[src/rtl/out_mem_pixel_streamer.sv]
// rtl/out_mem_pixel_streamer.sv - reads 128-bit output-memory words in pairs and streams them as 8-bit pixels
module out_mem_pixel_streamer #(
    parameter int          NUM_WORDS = 1024,
    parameter logic [15:0] BASE_ADDR = 16'h0000
) (
    input  logic         clk,
    input  logic         reset,
    input  logic         enable,
    output logic [15:0]  out_mem_rd_addr1,
    output logic [15:0]  out_mem_rd_addr2,
    input  logic [127:0] out_mem_rd_data1,
    input  logic [127:0] out_mem_rd_data2,
    output logic [7:0]   pix_data,
    output logic         pix_valid,
    input  logic         pix_ready,
    output logic         pix_last,
    output logic         busy,
    output logic         rd_done
);

    typedef enum logic [1:0] {
        S_IDLE,
        S_LOAD,
        S_STREAM,
        S_DONE
    } state_t;

    localparam logic [16:0] NW = 17'(NUM_WORDS);

    state_t       state;
    state_t       state_nxt;
    logic [16:0]  word_ptr;     // index of the even word of the current pair, relative to BASE_ADDR
    logic [255:0] pair_buf;     // {odd word, even word}; even word's byte 0 goes out first
    logic [4:0]   byte_idx;
    logic         half_pair;    // final pair of an odd-length image: only the even word is sent
    logic         fire;
    logic         last_byte;
    logic         more_words;

    assign fire       = pix_valid & pix_ready;
    assign last_byte  = half_pair ? (byte_idx == 5'd15) : (byte_idx == 5'd31);
    assign more_words = (word_ptr + 17'd2) < NW;
    assign pix_data   = pair_buf[{byte_idx, 3'b000} +: 8];

    // State register
    always_ff @(posedge clk or negedge reset) begin
        if (!reset) begin
            state <= S_IDLE;
        end else begin
            state <= state_nxt;
        end
    end

    // Next-state and stream/status outputs, all decoded from the current state
    always_comb begin
        state_nxt = state;
        pix_valid = 1'b0;
        pix_last  = 1'b0;
        busy      = 1'b0;
        rd_done   = 1'b0;
        case (state)
            S_IDLE: begin
                if (enable) begin
                    state_nxt = S_LOAD;
                end
            end
            S_LOAD: begin
                busy      = 1'b1;
                state_nxt = S_STREAM;
            end
            S_STREAM: begin
                busy      = 1'b1;
                pix_valid = 1'b1;
                pix_last  = last_byte & ~more_words;
                if (fire && last_byte) begin
                    state_nxt = more_words ? S_LOAD : S_DONE;
                end
            end
            S_DONE: begin
                busy      = 1'b1;
                rd_done   = 1'b1;
                state_nxt = S_IDLE;
            end
            default: state_nxt = S_IDLE;
        endcase
    end

    // Address pair, word pointer, pair buffer and byte index
    always_ff @(posedge clk or negedge reset) begin
        if (!reset) begin
            out_mem_rd_addr1 <= 16'h0000;
            out_mem_rd_addr2 <= 16'h0000;
            word_ptr         <= 17'd0;
            pair_buf         <= 256'd0;
            byte_idx         <= 5'd0;
            half_pair        <= 1'b0;
        end else begin
            case (state)
                S_IDLE: begin
                    if (enable) begin
                        out_mem_rd_addr1 <= BASE_ADDR;
                        out_mem_rd_addr2 <= BASE_ADDR + 16'd1;
                        word_ptr         <= 17'd0;
                    end
                end
                S_LOAD: begin
                    // Memory data is combinational from the addresses set on the previous edge
                    if ((NW - word_ptr) == 17'd1) begin
                        pair_buf  <= {128'd0, out_mem_rd_data1};
                        half_pair <= 1'b1;
                    end else begin
                        pair_buf  <= {out_mem_rd_data2, out_mem_rd_data1};
                        half_pair <= 1'b0;
                    end
                    byte_idx <= 5'd0;
                end
                S_STREAM: begin
                    if (fire) begin
                        if (last_byte) begin
                            byte_idx <= 5'd0;
                            if (more_words) begin
                                word_ptr         <= word_ptr + 17'd2;
                                out_mem_rd_addr1 <= out_mem_rd_addr1 + 16'd2;
                                out_mem_rd_addr2 <= out_mem_rd_addr2 + 16'd2;
                            end
                        end else begin
                            byte_idx <= byte_idx + 5'd1;
                        end
                    end
                end
                default: ;
            endcase
        end
    end

endmodule

[config.mk]
export PLATFORM = sky130hd
export DESIGN_NAME = out_mem_pixel_streamer
export DESIGN_NICKNAME = d
export VERILOG_FILES = /design/src/rtl/out_mem_pixel_streamer.sv
export SDC_FILE = /design/constraint.sdc
export NUM_CORES = 1
export LEC_CHECK = 0
export CELL_PAD_IN_SITES_DETAIL_PLACEMENT = 1
export CELL_PAD_IN_SITES_GLOBAL_PLACEMENT = 2
export CORE_ASPECT_RATIO = 1.4
export CORE_UTILIZATION = 34
export DETAILED_ROUTE_END_ITERATION = 6
export PLACE_DENSITY_LB_ADDON = 0.15
export SYNTH_ARGS = -nofsm -noshare
export SYNTH_HDL_FRONTEND = slang
export SYNTH_SLANG_ARGS = --single-unit
[constraint.sdc]
create_clock -name clk -period 10.4 [get_ports clk]
set_input_delay 2.6 -clock clk [delete_from_list [all_inputs] [get_ports clk]]
set_output_delay 2.6 -clock clk [all_outputs]
set_load 0.05 [all_outputs]
Yosys cells after proc, flatten, opt, wreduce, memory -nomap -nowiden. Index checks and enable logic that the tools add are counted. W data, S select, Z words.

Register bits after elaboration: 313. Input port bits: 260. Output and inout bits: 44. Word-level logic and storage cells: 65.

$add $sub $neg: 5. Order comparisons: 1. Equal/unequal tests: 11. Shifts and indexed selects: 1. Muxes and demuxes: 29. Bitwise logic cells: 3. Reductions and logical operators: 8.

Operator list (number): $mux W256 (1); $shiftx A256 B9 Y8 (1); $mux W16 (8); $mux W17 (4); $pmux W16 S2 (2); $pmux W17 S2 (1); $add A16 B2 Y16 const B (2); $add A17 B2 Y17 const B (1); $eq A17 B1 Y1 const B (1); $lt A17 B11 Y1 const B (1); $sub A11 B17 Y17 const A (1); $mux W5 (2); $ne A2 B2 Y1 const B (5); $pmux W5 S2 (1); $pmux W2 S4 (1); $mux W1 (6); $mux W2 (3); $add A5 B1 Y5 const B (1); $eq A5 B4 Y1 const B (1); $eq A5 B5 Y1 const B (1); $reduce_and A5 Y1 (1); $eq A2 B2 Y1 const B (2); $reduce_and A2 Y1 (2); $reduce_bool A2 Y1 (2); 6 further kinds (7).

Depth between registers and ports, before layout.
Depth after elaboration: 6. Depth in mapped cells: 11. Depth with buffers taken out: 8.

Least setup slack after synthesis. No wires, ideal clock.

Kind: reg2out. Start point: reg byte_idx[0]. End point: out pix_data[3]. Arrival time: 2.723 ns. Required time: 7.800 ns. Setup slack: 5.077 ns. Cell stages (with the launch flop): 7. Path buffers: 3. Cells stage by stage: dfrtp_1 clkbuf_1 clkbuf_1 buf_2 mux4_2 mux4_2 mux2_2.

Longest elaborated chain between the ends: 1.

Ends and longest elaborated chain: start: declaration (RTL line 34) `logic [4:0] byte_idx;`; start signal: assignment (RTL line 127) `byte_idx <= byte_idx + 5'd1;`; $shiftx A256 B9 Y8 (RTL line 43) `assign pix_data = pair_buf[{byte_idx, 3'b000} +: 8];`; end: declaration (RTL line 13) `output logic [7:0] pix_data,`.

No other way between the ends.

Worst setup path after layout.
Start point: reg byte_idx[0]. End point: out pix_data[2].

Same word-level chain as after synthesis.

==> results.md <==
- Std-Cell Rows: 88
- Worst Hold Endpoint: pair_buf[213]
- Max frequency: 0.1467 GHz
- Gr usage total: 0.2403
- DIE WIDTH: 175.9 um
- Final WS setup: 3.584 ns
- Most common cell in the synthesized netlist: nand2_1
- # fillers: 4699
- Ant. Diodes: 0
- Hold Vio Cnt, Final: 0
- Net Sw Power: 0.002120 W
- Register area: 7790 sq um
- Post-CTS Setup Bufs: 0
- Crit path cell chain: buf_4 -> mux4_2 -> mux4_2 -> mux2_2 -> clkdlybuf4s50_1
- Post-synth top cells: nand2_1, dfrtp_1, mux4_2
- CTS tree: done
- Setup violations, final: 0
- Worst Hold Class: reg -> reg
- CTS Sinks: 311
- Number of routed nets with antenna violations: 0
- Syn Area/Cell: 9.524 sq um
- Clock root cell: clkbuf_16
- Crit path required time: 7.80 ns
- Max VDD drop: 0.2547 mV
- Initial antenna violation count: 0
- Layout Nets: 2030
- Outcome: complete, no violations
- DRC violations left: 0
- Placed cells: 2268
- Via Count: 11718
- Reg2Reg Setup Slack: 6.47 ns
- Initial Utilization: 0.3467
- CP Class: reg -> out
- Total power: 0.005477 W
- Reg2reg start: byte_idx[1]
- Pint: 0.003357 W
- Synth area leaders: dfrtp_1, nand2_1, mux4_2, clkbuf_1, a21oi_1
- Leakage: 8.711 nW
- Hold_sp: pair_buf[213]
- Inserted Clock Buffers: 35
- CP max stage cell: dfrtp_4
- P per Cell Area: 289.5 nW/um^2
- Area of the multi-input gates: 6205 sq um
- Synth Flop Type: dfrtp_1
- Combinational share of power: 0.369
- Hold Crit Depth: 2
- Core box area: 41510 sq um
- Max-slew violation count: 0
- Syn_nets: 1776
- Initial drt markers: 660
- Worst-path maximum fanout: 40
- Seq/Total Area, Yosys: 0.5408
- DRT Pass-1 Iters: 4
- Most used cell, CP: mux4_2
- Max-Cap Viols: 0
- Synth Cell Area: 14390 sq um
- CTS Buffer Depth: 3
- Post-synth EDFFs: 0
- First-pass GRT wire length: 76890 um
- Non-Filler Instances: 2326
- YS warnings: 0
- Setup_tns: 0 ns
- Die area: 43170 sq um
- Pin count of the biggest net entering global routing: 227
- Post-synth ARST share: 1.000
- CP arrival: 4.22 ns
- Die Ht: 245.4 um
- Area grow syn2layout: 31.43%
- Cell variety after synth: 47
- Crit share post-route: 0.6554
- GR Overflow Total: 0
- Critical path startpoint category: register
- Switching portion of total power: 0.3870
- Hold_buf cts: 0
- DR WL/cell: 21.74 um
- Worst Path Buf+Inv: 2
- Crit path depth: 5
- CTS H-tree depth: 2
- Port Buf Inserts: 302
- Reg2reg end: out_mem_rd_addr1[10]
- Clock skew: 0.01420 ns
- Worst path top cell family by delay: multiplexers
- Clock Pin Slew Worst Setup and Hold Paths: 0.06 ns
- Post-Synthesis Cells: 1511
- DR vias/cell: 5.038
- Synthesized flop and latch total: 311
- Area share of the largest cell type after synthesis: 0.5408
- Post-synth top area cell: dfrtp_1
- Worst hold margin: 0.4745 ns
- Post-Place Setup Slack: 4.054 ns
- Worst path max stage delay: 0.81 ns
- Clock Power Share: 0.218
- CP Capture Type: output port
- Post-layout min period: 6.816 ns
- Num ports: 304
- Detailed Route WL: 50560 um
- DPL Wire Length: 36910 um
- Clock latency on the worst-skew pair: 0.52 ns
- Post_cts resized: 0
- Vias in the first global route: 12638
- Worst-Margin Slew: 1.106 ns
- Final Wtd Congestion: 0.8913
- Flop pwr share: 0.413
- Slew margin rel.: 0.2625
- Setup repair after global routing missed its margin: false
- Reg2reg path depth: 8
- Share of cells above drive strength 1: 0.08791
[metal layers]
layer	wire, um	GRT usage	up-vias
met1	18710	0.2702	5848
met4	2369	0.1087	0
li1	-	-	5494
met3	1960	0.03108	80
met2	27520	0.4471	296
met5	0	0	-
[layout by cell type (no fill, tap or decap), types with 15 or more instances in the layout]
cell	instances
or3_1	18
o21ai_0	32
clkbuf_16	37
clkdlybuf4s50_1	301
nand3_1	15
nand2_1	802
a21oi_1	37
dfrtp_1	309
mux4_2	80
[stage by stage]
stage,utilization,cell area (sq um)
2_1_floorplan,-,14390
3_3_place_gp,0.4296,17830
3_5_place_dp,0.4296,17830
4_1_cts,0.4557,18910
5_1_grt,0.4557,18910
6_report,0.4557,18910
[state kept, by name, indices dropped and copies added, names as in the netlist]
name / count
byte_idx: 5
half_pair: 1
out_mem_rd_addr1: 15
word_ptr: 16
pair_buf: 256
state: 2
out_mem_rd_addr2: 16
[logic make-up after synthesis]
group           after synthesis  synth area share
compound gates               94           0.03773
xor+xnor                      1         0.0006087
fa+ha+maj                     5          0.004347
buf+inv                     104           0.02913
flops                       311            0.5408
mux                          90            0.1328
other cells                   1         0.0002606
simple gates                905            0.2543
[area by class of cell]
class	instances	share of cell area
clock buffers	55	0.05623
multi-input cells	1096	0.3280
flip-flops and latches	311	0.4119
repair buffers	309	0.1648
clock inverters	3	0.0009261
well taps	540	0.03572
inverters	12	0.002381
[tightest hold or removal path: cells and delay by family (launching register included)]
family	cells	cell delay (ns)
DFF	1	0.34
and+or+nand+nor	2	0.10
[power by group through the flow]
stage	sequential (W)	combinational [W]	clock, W
final	0.00226	0.00202	0.00119
after floorplan	0.00194	0.00151	0
after global routing	0.00231	0.00224	0.00127
after CTS	0.00227	0.00206	0.00123
after global placement	0.00228	0.00199	0
after detailed placement	0.00228	0.00204	0
[how the worst max path moves through the flow]
stage	start	slack [ns]	to
after global routing	byte_idx[0]	3.34	pix_data[2]
after global placement	byte_idx[0]	4.09	pix_data[6]
final	byte_idx[0]	3.58	pix_data[2]
after CTS	byte_idx[0]	3.50	pix_data[2]
after detailed placement	byte_idx[0]	4.05	pix_data[2]
after floorplan	byte_idx[0]	5.08	pix_data[3]
No activity file was read; power rests on OpenSTA's default activity.
